$ cat src/rtl/jp_pkg.sv
// Shared definitions for the NES-style joypad scanner: scan FSM encodings,
// button bit positions and the $4016/$4017 register selects.
package jp_pkg;

  typedef enum logic [2:0] {
    ST_IDLE,
    ST_LATCH,
    ST_CLK_HI,
    ST_CLK_LO,
    ST_PUBLISH
  } scan_state_t;

  // Bit positions in btn1_out / btn2_out (1 = pressed) and in the serial order.
  localparam int BTN_A      = 0;
  localparam int BTN_B      = 1;
  localparam int BTN_SELECT = 2;
  localparam int BTN_START  = 3;
  localparam int BTN_UP     = 4;
  localparam int BTN_DOWN   = 5;
  localparam int BTN_LEFT   = 6;
  localparam int BTN_RIGHT  = 7;

  localparam logic SEL_4016 = 1'b0;
  localparam logic SEL_4017 = 1'b1;

  localparam int POLL_W = 24;
  localparam int TMR_W  = 13;

endpackage

$ cat src/rtl/jp_port.sv
// One CPU-visible pad register: reloads from the published buttons while the
// strobe is high, otherwise shifts out one button per read (1-filled).
module jp_port
  import jp_pkg::*;
(
  input  logic       clk_in,
  input  logic       nres_in,
  input  logic       strobe,
  input  logic       rd,
  input  logic [7:0] btn,
  output logic       d_out
);

  logic [7:0] shift;

  // NOTE: sequential state is assigned with non-blocking (<=) so every flop
  // samples pre-edge values; blocking assignments here would race.
  always_ff @(posedge clk_in or negedge nres_in) begin
    if (!nres_in) begin
      shift <= 8'hFF;
    end else if (strobe) begin
      shift <= btn;
    end else if (rd) begin
      shift <= {1'b1, shift[7:1]};
    end
  end

  // Read data is combinational so the CPU sees the bit in the strobe cycle.
  assign d_out = rd & shift[0];

endmodule

$ cat src/rtl/jp_scan.sv
// NES-style dual joypad scanner with $4016/$4017 CPU read-out.
// Optional JP_SCAN_DEBOUNCE_EN: publish a pad only when two scans agree.
module jp_scan
  import jp_pkg::*;
#(
  parameter int POLL_DIV = 1666667,
  parameter int HALF_BIT = 600
) (
  input  logic       clk_in,
  input  logic       nres_in,
  input  logic       jp_data1_in,
  input  logic       jp_data2_in,
  output logic       jp_clk,
  output logic       jp_latch,
  output logic [7:0] btn1_out,
  output logic [7:0] btn2_out,
  output logic       btn_vld_out,
  input  logic       cpu_wr_in,
  input  logic       cpu_rd_in,
  input  logic       cpu_sel_in,
  input  logic [7:0] cpu_d_in,
  output logic [7:0] cpu_d_out
);

  localparam logic [POLL_W-1:0] POLL_LAST  = 24'(POLL_DIV - 1);
  localparam logic [TMR_W-1:0]  LATCH_LAST = 13'(2 * HALF_BIT - 1);
  localparam logic [TMR_W-1:0]  HALF_LAST  = 13'(HALF_BIT - 1);

  scan_state_t       state, state_nxt;
  logic [POLL_W-1:0] poll_cnt;
  logic [TMR_W-1:0]  tmr;
  logic [2:0]        bit_cnt;
  logic [1:0]        sync1, sync2;
  logic [7:0]        scan1, scan2;
  logic              poll_wrap;
  logic              tmr_clr;
  logic              smp;
  logic              pub;

  // Pad lines idle high (not pressed), so the synchronizers reset to 1.
  always_ff @(posedge clk_in or negedge nres_in) begin
    if (!nres_in) begin
      sync1 <= 2'b11;
      sync2 <= 2'b11;
    end else begin
      sync1 <= {sync1[0], jp_data1_in};
      sync2 <= {sync2[0], jp_data2_in};
    end
  end

  // Free-running poll divider; it keeps counting while a scan is in flight.
  assign poll_wrap = (poll_cnt == POLL_LAST);

  always_ff @(posedge clk_in or negedge nres_in) begin
    if (!nres_in) begin
      poll_cnt <= '0;
    end else if (poll_wrap) begin
      poll_cnt <= '0;
    end else begin
      poll_cnt <= poll_cnt + 24'd1;
    end
  end

  always_ff @(posedge clk_in or negedge nres_in) begin
    if (!nres_in) begin
      state    <= ST_IDLE;
      jp_latch <= 1'b0;
      jp_clk   <= 1'b0;
    end else begin
      state    <= state_nxt;
      jp_latch <= (state_nxt == ST_LATCH);
      jp_clk   <= (state_nxt == ST_CLK_HI);
    end
  end

  // NOTE: every signal driven here gets a default first; a path that left
  // one unassigned would infer a latch.
  always_comb begin
    state_nxt = state;
    tmr_clr   = 1'b0;
    smp       = 1'b0;
    pub       = 1'b0;
    case (state)
      ST_IDLE: begin
        if (poll_wrap) begin
          state_nxt = ST_LATCH;
          tmr_clr   = 1'b1;
        end
      end
      ST_LATCH: begin
        if (tmr == LATCH_LAST) begin
          smp       = 1'b1;
          tmr_clr   = 1'b1;
          state_nxt = ST_CLK_HI;
        end
      end
      ST_CLK_HI: begin
        if (tmr == HALF_LAST) begin
          tmr_clr   = 1'b1;
          state_nxt = ST_CLK_LO;
        end
      end
      ST_CLK_LO: begin
        if (tmr == HALF_LAST) begin
          smp       = 1'b1;
          tmr_clr   = 1'b1;
          state_nxt = (bit_cnt == 3'(BTN_RIGHT)) ? ST_PUBLISH : ST_CLK_HI;
        end
      end
      ST_PUBLISH: begin
        pub       = 1'b1;
        state_nxt = ST_IDLE;
      end
      default: state_nxt = ST_IDLE;
    endcase
  end

  always_ff @(posedge clk_in or negedge nres_in) begin
    if (!nres_in) begin
      tmr <= '0;
    end else if (tmr_clr || (state == ST_IDLE)) begin
      tmr <= '0;
    end else begin
      tmr <= tmr + 13'd1;
    end
  end

  // bit_cnt wraps back to 0 after bit 7, ready for the next scan.
  always_ff @(posedge clk_in or negedge nres_in) begin
    if (!nres_in) begin
      bit_cnt <= '0;
      scan1   <= '0;
      scan2   <= '0;
    end else if (smp) begin
      scan1[bit_cnt] <= ~sync1[1];
      scan2[bit_cnt] <= ~sync2[1];
      bit_cnt        <= bit_cnt + 3'd1;
    end
  end

`ifdef JP_SCAN_DEBOUNCE_EN
  logic [7:0] prev1, prev2;

  always_ff @(posedge clk_in or negedge nres_in) begin
    if (!nres_in) begin
      btn1_out    <= '0;
      btn2_out    <= '0;
      btn_vld_out <= 1'b0;
      prev1       <= '0;
      prev2       <= '0;
    end else begin
      btn_vld_out <= 1'b0;
      if (pub) begin
        if (scan1 == prev1) btn1_out <= scan1;
        if (scan2 == prev2) btn2_out <= scan2;
        btn_vld_out <= (scan1 == prev1) || (scan2 == prev2);
        prev1       <= scan1;
        prev2       <= scan2;
      end
    end
  end
`else
  always_ff @(posedge clk_in or negedge nres_in) begin
    if (!nres_in) begin
      btn1_out    <= '0;
      btn2_out    <= '0;
      btn_vld_out <= 1'b0;
    end else begin
      btn_vld_out <= pub;
      if (pub) begin
        btn1_out <= scan1;
        btn2_out <= scan2;
      end
    end
  end
`endif

  // CPU side: the strobe is shared by both pads and only written via $4016.
  logic strobe;
  logic rd1, rd2;
  logic bit1, bit2;
  logic unused_d;

  assign unused_d = ^cpu_d_in[7:1];

  always_ff @(posedge clk_in or negedge nres_in) begin
    if (!nres_in) begin
      strobe <= 1'b0;
    end else if (cpu_wr_in && (cpu_sel_in == SEL_4016)) begin
      strobe <= cpu_d_in[0];
    end
  end

  assign rd1 = cpu_rd_in & nres_in & (cpu_sel_in == SEL_4016);
  assign rd2 = cpu_rd_in & nres_in & (cpu_sel_in == SEL_4017);

  jp_port u_port1 (
    .clk_in  (clk_in),
    .nres_in (nres_in),
    .strobe  (strobe),
    .rd      (rd1),
    .btn     (btn1_out),
    .d_out   (bit1)
  );

  jp_port u_port2 (
    .clk_in  (clk_in),
    .nres_in (nres_in),
    .strobe  (strobe),
    .rd      (rd2),
    .btn     (btn2_out),
    .d_out   (bit2)
  );

  // Zero outside read cycles so the bus can be OR-combined.
  assign cpu_d_out = {7'b0, bit1 | bit2};

endmodule

$ cat config.mk
export PLATFORM = sky130hd
export DESIGN_NAME = jp_scan
export DESIGN_NICKNAME = d
export VERILOG_FILES = /design/src/rtl/jp_pkg.sv /design/src/rtl/jp_port.sv /design/src/rtl/jp_scan.sv
export SDC_FILE = /design/constraint.sdc
export NUM_CORES = 1
export LEC_CHECK = 0
export BUFFER_PORTS_ARGS = -buffer_cell sky130_fd_sc_hd__buf_2
export CORE_AREA = 5 5 114 116
export DETAILED_ROUTE_END_ITERATION = 12
export DIE_AREA = 0 0 119 121
export MAX_ROUTING_LAYER = met4
export PLACE_DENSITY = 0.67
export SETUP_SLACK_MARGIN = 0.02
export SYNTH_ARGS = -nofsm -noshare
export SYNTH_HDL_FRONTEND = slang
export SYNTH_SLANG_ARGS = --single-unit
$ cat constraint.sdc
create_clock -name clk_in -period 2.22 [get_ports clk_in]
set_clock_uncertainty 0.1 [all_clocks]
set_input_delay 0 -clock clk_in [delete_from_list [all_inputs] [get_ports clk_in]]
set_output_delay 0 -clock clk_in [all_outputs]
set_load 0.05 [all_outputs]
---- Yosys cells after proc, flatten, opt, wreduce, memory -nomap -nowiden ----
Cells that the tools add are included.
cells by class
  order comparisons ....................... 2
  reductions and logical operators ........ 7
  add/sub/neg operators ................... 3
  muxes and demuxes ....................... 22
  eq/ne operators ......................... 10
  bitwise operators ....................... 9
operators by type and width
  operator               count
  $mux 8                 4
  $add 24x1->24 const B  1
  $eq 24x21->1 const B   1
  $mux 24                1
  $bwmux 8               2
  $mux 3                 5
  $add 13x1->13 const B  1
  $eq 13x10->1 const B   1
  $eq 13x11->1 const B   1
  $mux 13                1
  $pmux 3 s4             1
  $eq 3x2->1 const B     3
  $eq 3x1->1 const B     2
  $eq 3x3->1 const B     2
  $and 1x1->1            5
  $mux 1                 5
  $lt 3x4->1 const B     1
  $reduce_bool 2->1      2
  $add 3x1->3 const B    1
  $demux 1 s3            1
  $ge 3x1->1 const B     1
  $logic_not 3->1        1
  $not 1->1              3
  $pmux 1 s3             1
  other kinds (5)        6
word-level totals
  flip-flop bits (word level) ............. 99

---- Longest topological paths before layout ----
  depth in word-level cells ............... 5
  mapped depth ............................ 7
  gate-level depth less buffers ........... 6

---- Cells and area by module ----
Synthesis repeated with hierarchy kept, for this count alone.
unflattened totals
  cell total of the unflattened synthesis .. 422
  area, all modules ....................... 4744.6 um^2
modules (own cells, without submodules)
  module   area each (um^2)  cells an instance  instances
  jp_scan  3978.8            352                1
  jp_port  382.9             35                 2

---- Least setup slack after synthesis ----
OpenSTA, ideal clock, no wires.
  kind .................................... register to register
  start point ............................. register poll_cnt[0]
  end point ............................... register poll_cnt[14]
  path slack .............................. -105 ps
  arrival time ............................ 2107 ps
  stages on the path, launching flop included .. 8
  buffers on the path ..................... 1
  period minus slack after synthesis ...... 2325 ps
  path through ............................ dfrtp_1 -> inv_1 -> ha_1 -> or4b_2 -> or4_4 -> nor2_1 -> buf_4 -> nor2_1
on the way
  cells in the longest elaborated chain, start to end .. 2
  elaborated cells between the ends (all ways) .. 3
ends and longest elaborated chain
  item                                           line                          source
  start: declaration                             jp_scan.sv:30                 logic [POLL_W-1:0] poll_cnt;
  start signal: assignment                       jp_scan.sv:60                 poll_cnt <= poll_cnt + 24'd1;
  $add 24x1->24 or $eq 24x21->1 (tied branches)  jp_scan.sv:60, jp_scan.sv:52
  $mux 24 *                                      jp_scan.sv:57                 end else if (poll_wrap) begin
Every way passes the cells marked *; elsewhere a longest branch is shown, timed or not.
A chain may end at the register's enable or synchronous reset.

---- Worst setup path in the final report ----
  start point ............................. register poll_cnt[0]
  end point ............................... register poll_cnt[11]
Same word-level chain as after synthesis.

==> results.py <==
metrics = {
    "outcome": {
        "status": "finished clean",
    },
    "setup_path": {
        "worstReg2RegStart": "poll_cnt[0]$_DFF_PN0_",
        "r2r-end": "poll_cnt[11]$_DFF_PN0_",
        "critPathMaxFanout": 5,
        "endpoint_kind": "flip-flop",
        "start_kind": "flip-flop",
        "reg2regPathDepth": 7,
        "worstPathRequired_ps": 2340,
        "rrSetupSlack_ps": 100,
        "worstSetupPathType": "reg2reg",
        "setup.worst_path.start": "poll_cnt[0]$_DFF_PN0_",
        "crit_arrival_ps": 2240,
    },
    "floorplanning": {
        "dieHeight_um": 121,
        "pin_count": 42,
        "core_area_um2": 11800,
        "rows": 40,
        "fp.dieArea_um2": 14400,
        "die_w_um": 119,
        "start_util_pct": 39.2,
    },
    "sta": {
        "layout_min_cycle_time_ps": 2120,
        "tightest_slew_ps": 825,
        "post-route-period-util_pct": 95.4,
        "setup_violations": 0,
        "setup_slack_ps": 102,
        "max_freq_mhz": 472,
        "tns_ps": 0,
        "rsz0062_at_grt": "no",
        "slew_viol_final": 0,
        "hold_viol": 0,
        "relSlewSlack_pct": 45.0,
    },
    "synthesis": {
        "synth_edf_count": 0,
        "syn_avg_cell_area_um2": 11.2,
        "ys_seq_area_share_pct": 54.1,
        "ys.flop_type": "dfrtp_1",
        "synth_area_um2": 4630,
        "ys_types": 47,
        "async_flop_share_pct": 100,
        "ys_seq_elements": 99,
        "ys_warn_count": 0,
        "syn_inst": 415,
    },
    "hold_path": {
        "hold_class": "in2reg",
        "worstHoldEndpoint": "u_port2.shift[7]$_DFFE_PN1P_",
        "holdPathStages": 4,
        "min_from": "cpu_rd_in",
    },
    "cells_and_area": {
        "seqCellArea_um2": 2500,
        "area_growth_pct": 19.7,
        "fin_nets": 497,
        "fillers": 1093,
        "drive_gt1_share_pct": 26.6,
        "multi_input_area_um2": 2000,
        "diodes": 0,
    },
    "clocking": {
        "cts_tree": "done",
        "htreeDepth": 3,
        "clk_pin_slew_ps": 70,
        "clockBufferDepth": 2,
        "clk_latency_ps": 340,
        "numCtsBuffers": 9,
        "cts_sinks": 99,
        "cts_root_buf": "clkbuf_16",
    },
    "detailed_routing": {
        "vias_per_cell": 5.11,
        "final_antenna_net_count": 0,
        "drc": 0,
        "drt-wirelength-per-cell_um": 14.0,
        "wl_mm": 8.83,
        "drt_first_pass_iters": 4,
        "drt_iter0_drc": 230,
        "vias": 3217,
    },
    "pwr": {
        "p_leak_nw": 2.63,
        "internal-power_mw": 2.67,
        "switchingPower_mw": 0.815,
        "ir_drop_mv": 0.320,
        "combPwrFrac_pct": 3.1,
        "seqPwrFrac_pct": 53.2,
        "pwr-share-clk_pct": 43.7,
        "swShare_pct": 23.4,
        "p_per_area_nw_per_um2": 629,
    },
    "grt": {
        "grt_first_pass_wirelength_mm": 15.1,
        "gr-total-overflow": 0,
        "grt_max_degree": 91,
        "grt_pass1_vias": 3144,
        "grt_usage_pct": 13.2,
        "antenna_found_initial": 0,
    },
    "run": {
        "cap_violations": 0,
    },
    "placed_design": {
        "dp_slack_ps": -119,
        "portBuffers": 27,
        "dp_hpwl_mm": 6.26,
        "place_congestion": 0.840,
    },
}
flip-flops by register name, summed over array words and instances (netlist names):
| register | count |
|---|---|
| jp_clk | 1 |
| poll_cnt | 24 |
| tmr | 13 |
| jp_latch | 1 |
| btn_vld_out | 1 |
| state | 3 |
| u_port1.shift | 8 |
| scan1 | 8 |
| btn1_out | 8 |
| sync1 | 2 |
| scan2 | 8 |
| bit_cnt | 3 |
| strobe | 1 |
| sync2 | 2 |
| u_port2.shift | 8 |
| btn2_out | 8 |
final cells by class:
cell class,instances,share of cell area (%)
Clock buffer,10,4.31
Multi-Input combinational cell,275,36.0
Clock inverter,6,0.993
Timing Repair Buffer,66,8.44
Sequential cell,99,45.1
Inverter,26,1.76
Tap cell,147,3.32
layer usage:
layer	wire length [um]	track usage (%)	share of wire (%)
met5	0	-	0
met4	162	4.13	1.8
met3	360	3.78	4.1
met2	4080	20.0	46
met1	4230	17.3	48
through the flow:
| step | utilization (%) | total power [mW] | instance area (um^2) | cells | hold slack [ps] |
|---|---|---|---|---|---|
| after global routing | 46.9 | 3.63 | 5540 | 629 | 109 |
| after detailed placement | 43.2 | 1.99 | 5110 | 603 | -240 |
| after floorplan | - | 1.94 | 4670 | 421 | -396 |
| after CTS | 46.5 | 3.53 | 5500 | 628 | 16.9 |
| after global placement | 43.2 | 1.99 | 5110 | 603 | -245 |
| final | 46.9 | 3.49 | 5540 | 629 | 27.3 |
how the worst max path moves through the flow:
stage / slack (ps) / endpoint / cells past startpoint
6_report: 100 / poll_cnt[11]$_DFF_PN0_ / 7
2_1_floorplan: 30 / poll_cnt[19]$_DFF_PN0_ / 4
3_5_place_dp: -120 / poll_cnt[11]$_DFF_PN0_ / 4
5_1_grt: 20 / scan1[5]$_DFFE_PN0P_ / 6
4_1_cts: 40 / poll_cnt[11]$_DFF_PN0_ / 5
3_3_place_gp: -70 / poll_cnt[11]$_DFF_PN0_ / 4
power by group through the flow:
| stage | Combinational (mW) | Clock, mW | Sequential (mW) |
|---|---|---|---|
| after CTS | 0.113 | 1.56 | 1.85 |
| final | 0.109 | 1.52 | 1.85 |
| after detailed placement | 0.101 | 0 | 1.89 |
| after global routing | 0.124 | 1.65 | 1.86 |
| after global placement | 0.0977 | 0 | 1.89 |
| after floorplan | 0.0784 | 0 | 1.87 |
synth_stat cells (2+ instances only):
cell type / instances / area (um^2)
nand2_1: 24 / 90.1
ha_1: 5 / 62.6
xor2_1: 12 / 105
xnor2_1: 15 / 131
or4b_2: 3 / 30.0
mux2_2: 19 / 214
nand3b_1: 2 / 15.0
nand3_1: 21 / 105
or4bb_1: 2 / 22.5
nor3b_1: 2 / 15.0
nand4_1: 14 / 87.6
inv_1: 26 / 97.6
buf_2: 4 / 20.0
or3_1: 3 / 18.8
buf_1: 2 / 7.51
nor2_1: 30 / 113
nor3_1: 9 / 45.0
nor2b_1: 3 / 18.8
o211ai_1: 9 / 67.6
dfstp_2: 20 / 526
a21oi_1: 5 / 25.0
clkbuf_1: 7 / 26.3
mux2i_1: 33 / 330
and4_1: 5 / 43.8
buf_4: 8 / 60.1
nand2b_1: 3 / 18.8
nor4_1: 4 / 25.0
nor4bb_1: 4 / 40.0
a31oi_1: 3 / 18.8
dfrtp_1: 79 / 1980
and3_1: 3 / 18.8
o21ai_0: 21 / 105
worst max-delay path: stages (launching register included):
cell	delay, ps
dfrtp_1	380
inv_1	60
ha_1	150
or4b_4	460
or4_4	480
nor2_4	150
buf_6	130
o211ai_1	90
cell usage in the layout, fill, tap and decap left out, types with 12 or more instances in the layout:
cell / Yosys / final
buf_2: 4 / 26
buf_4: 8 / 30
dfrtp_1: 79 / 79
dfstp_2: 20 / 20
inv_1: 26 / 26
mux2_2: 19 / 19
mux2i_1: 33 / 33
nand2_1: 24 / 24
nand3_1: 21 / 20
nand4_1: 14 / 14
nor2_1: 30 / 29
o21ai_0: 21 / 21
xnor2_1: 15 / 15
xor2_1: 12 / 12
cell families after synthesis:
family	after synthesis	share of synthesized area, %
other	1	0.0810
buffers and inverters	47	4.57
AO/OA/AOI/OAI	45	6.05
flip-flops	99	54.1
AND/OR/NAND/NOR	139	17.0
adder cells (fa/ha/maj)	5	1.35
multiplexers	52	11.8
XOR/XNOR	27	5.11
repair_timing:
item / in CTS / in global routing
resized for setup: 3 / 7
hold buffers: 7 / 0
hold endpoints to repair: 91 / 0
setup buffers: 2 / 1
pin swaps: 2 / 2
gates cloned: 0 / 0
setup endpoints to repair: 15 / 44
Note: power is estimated with default switching activity, not from simulation.
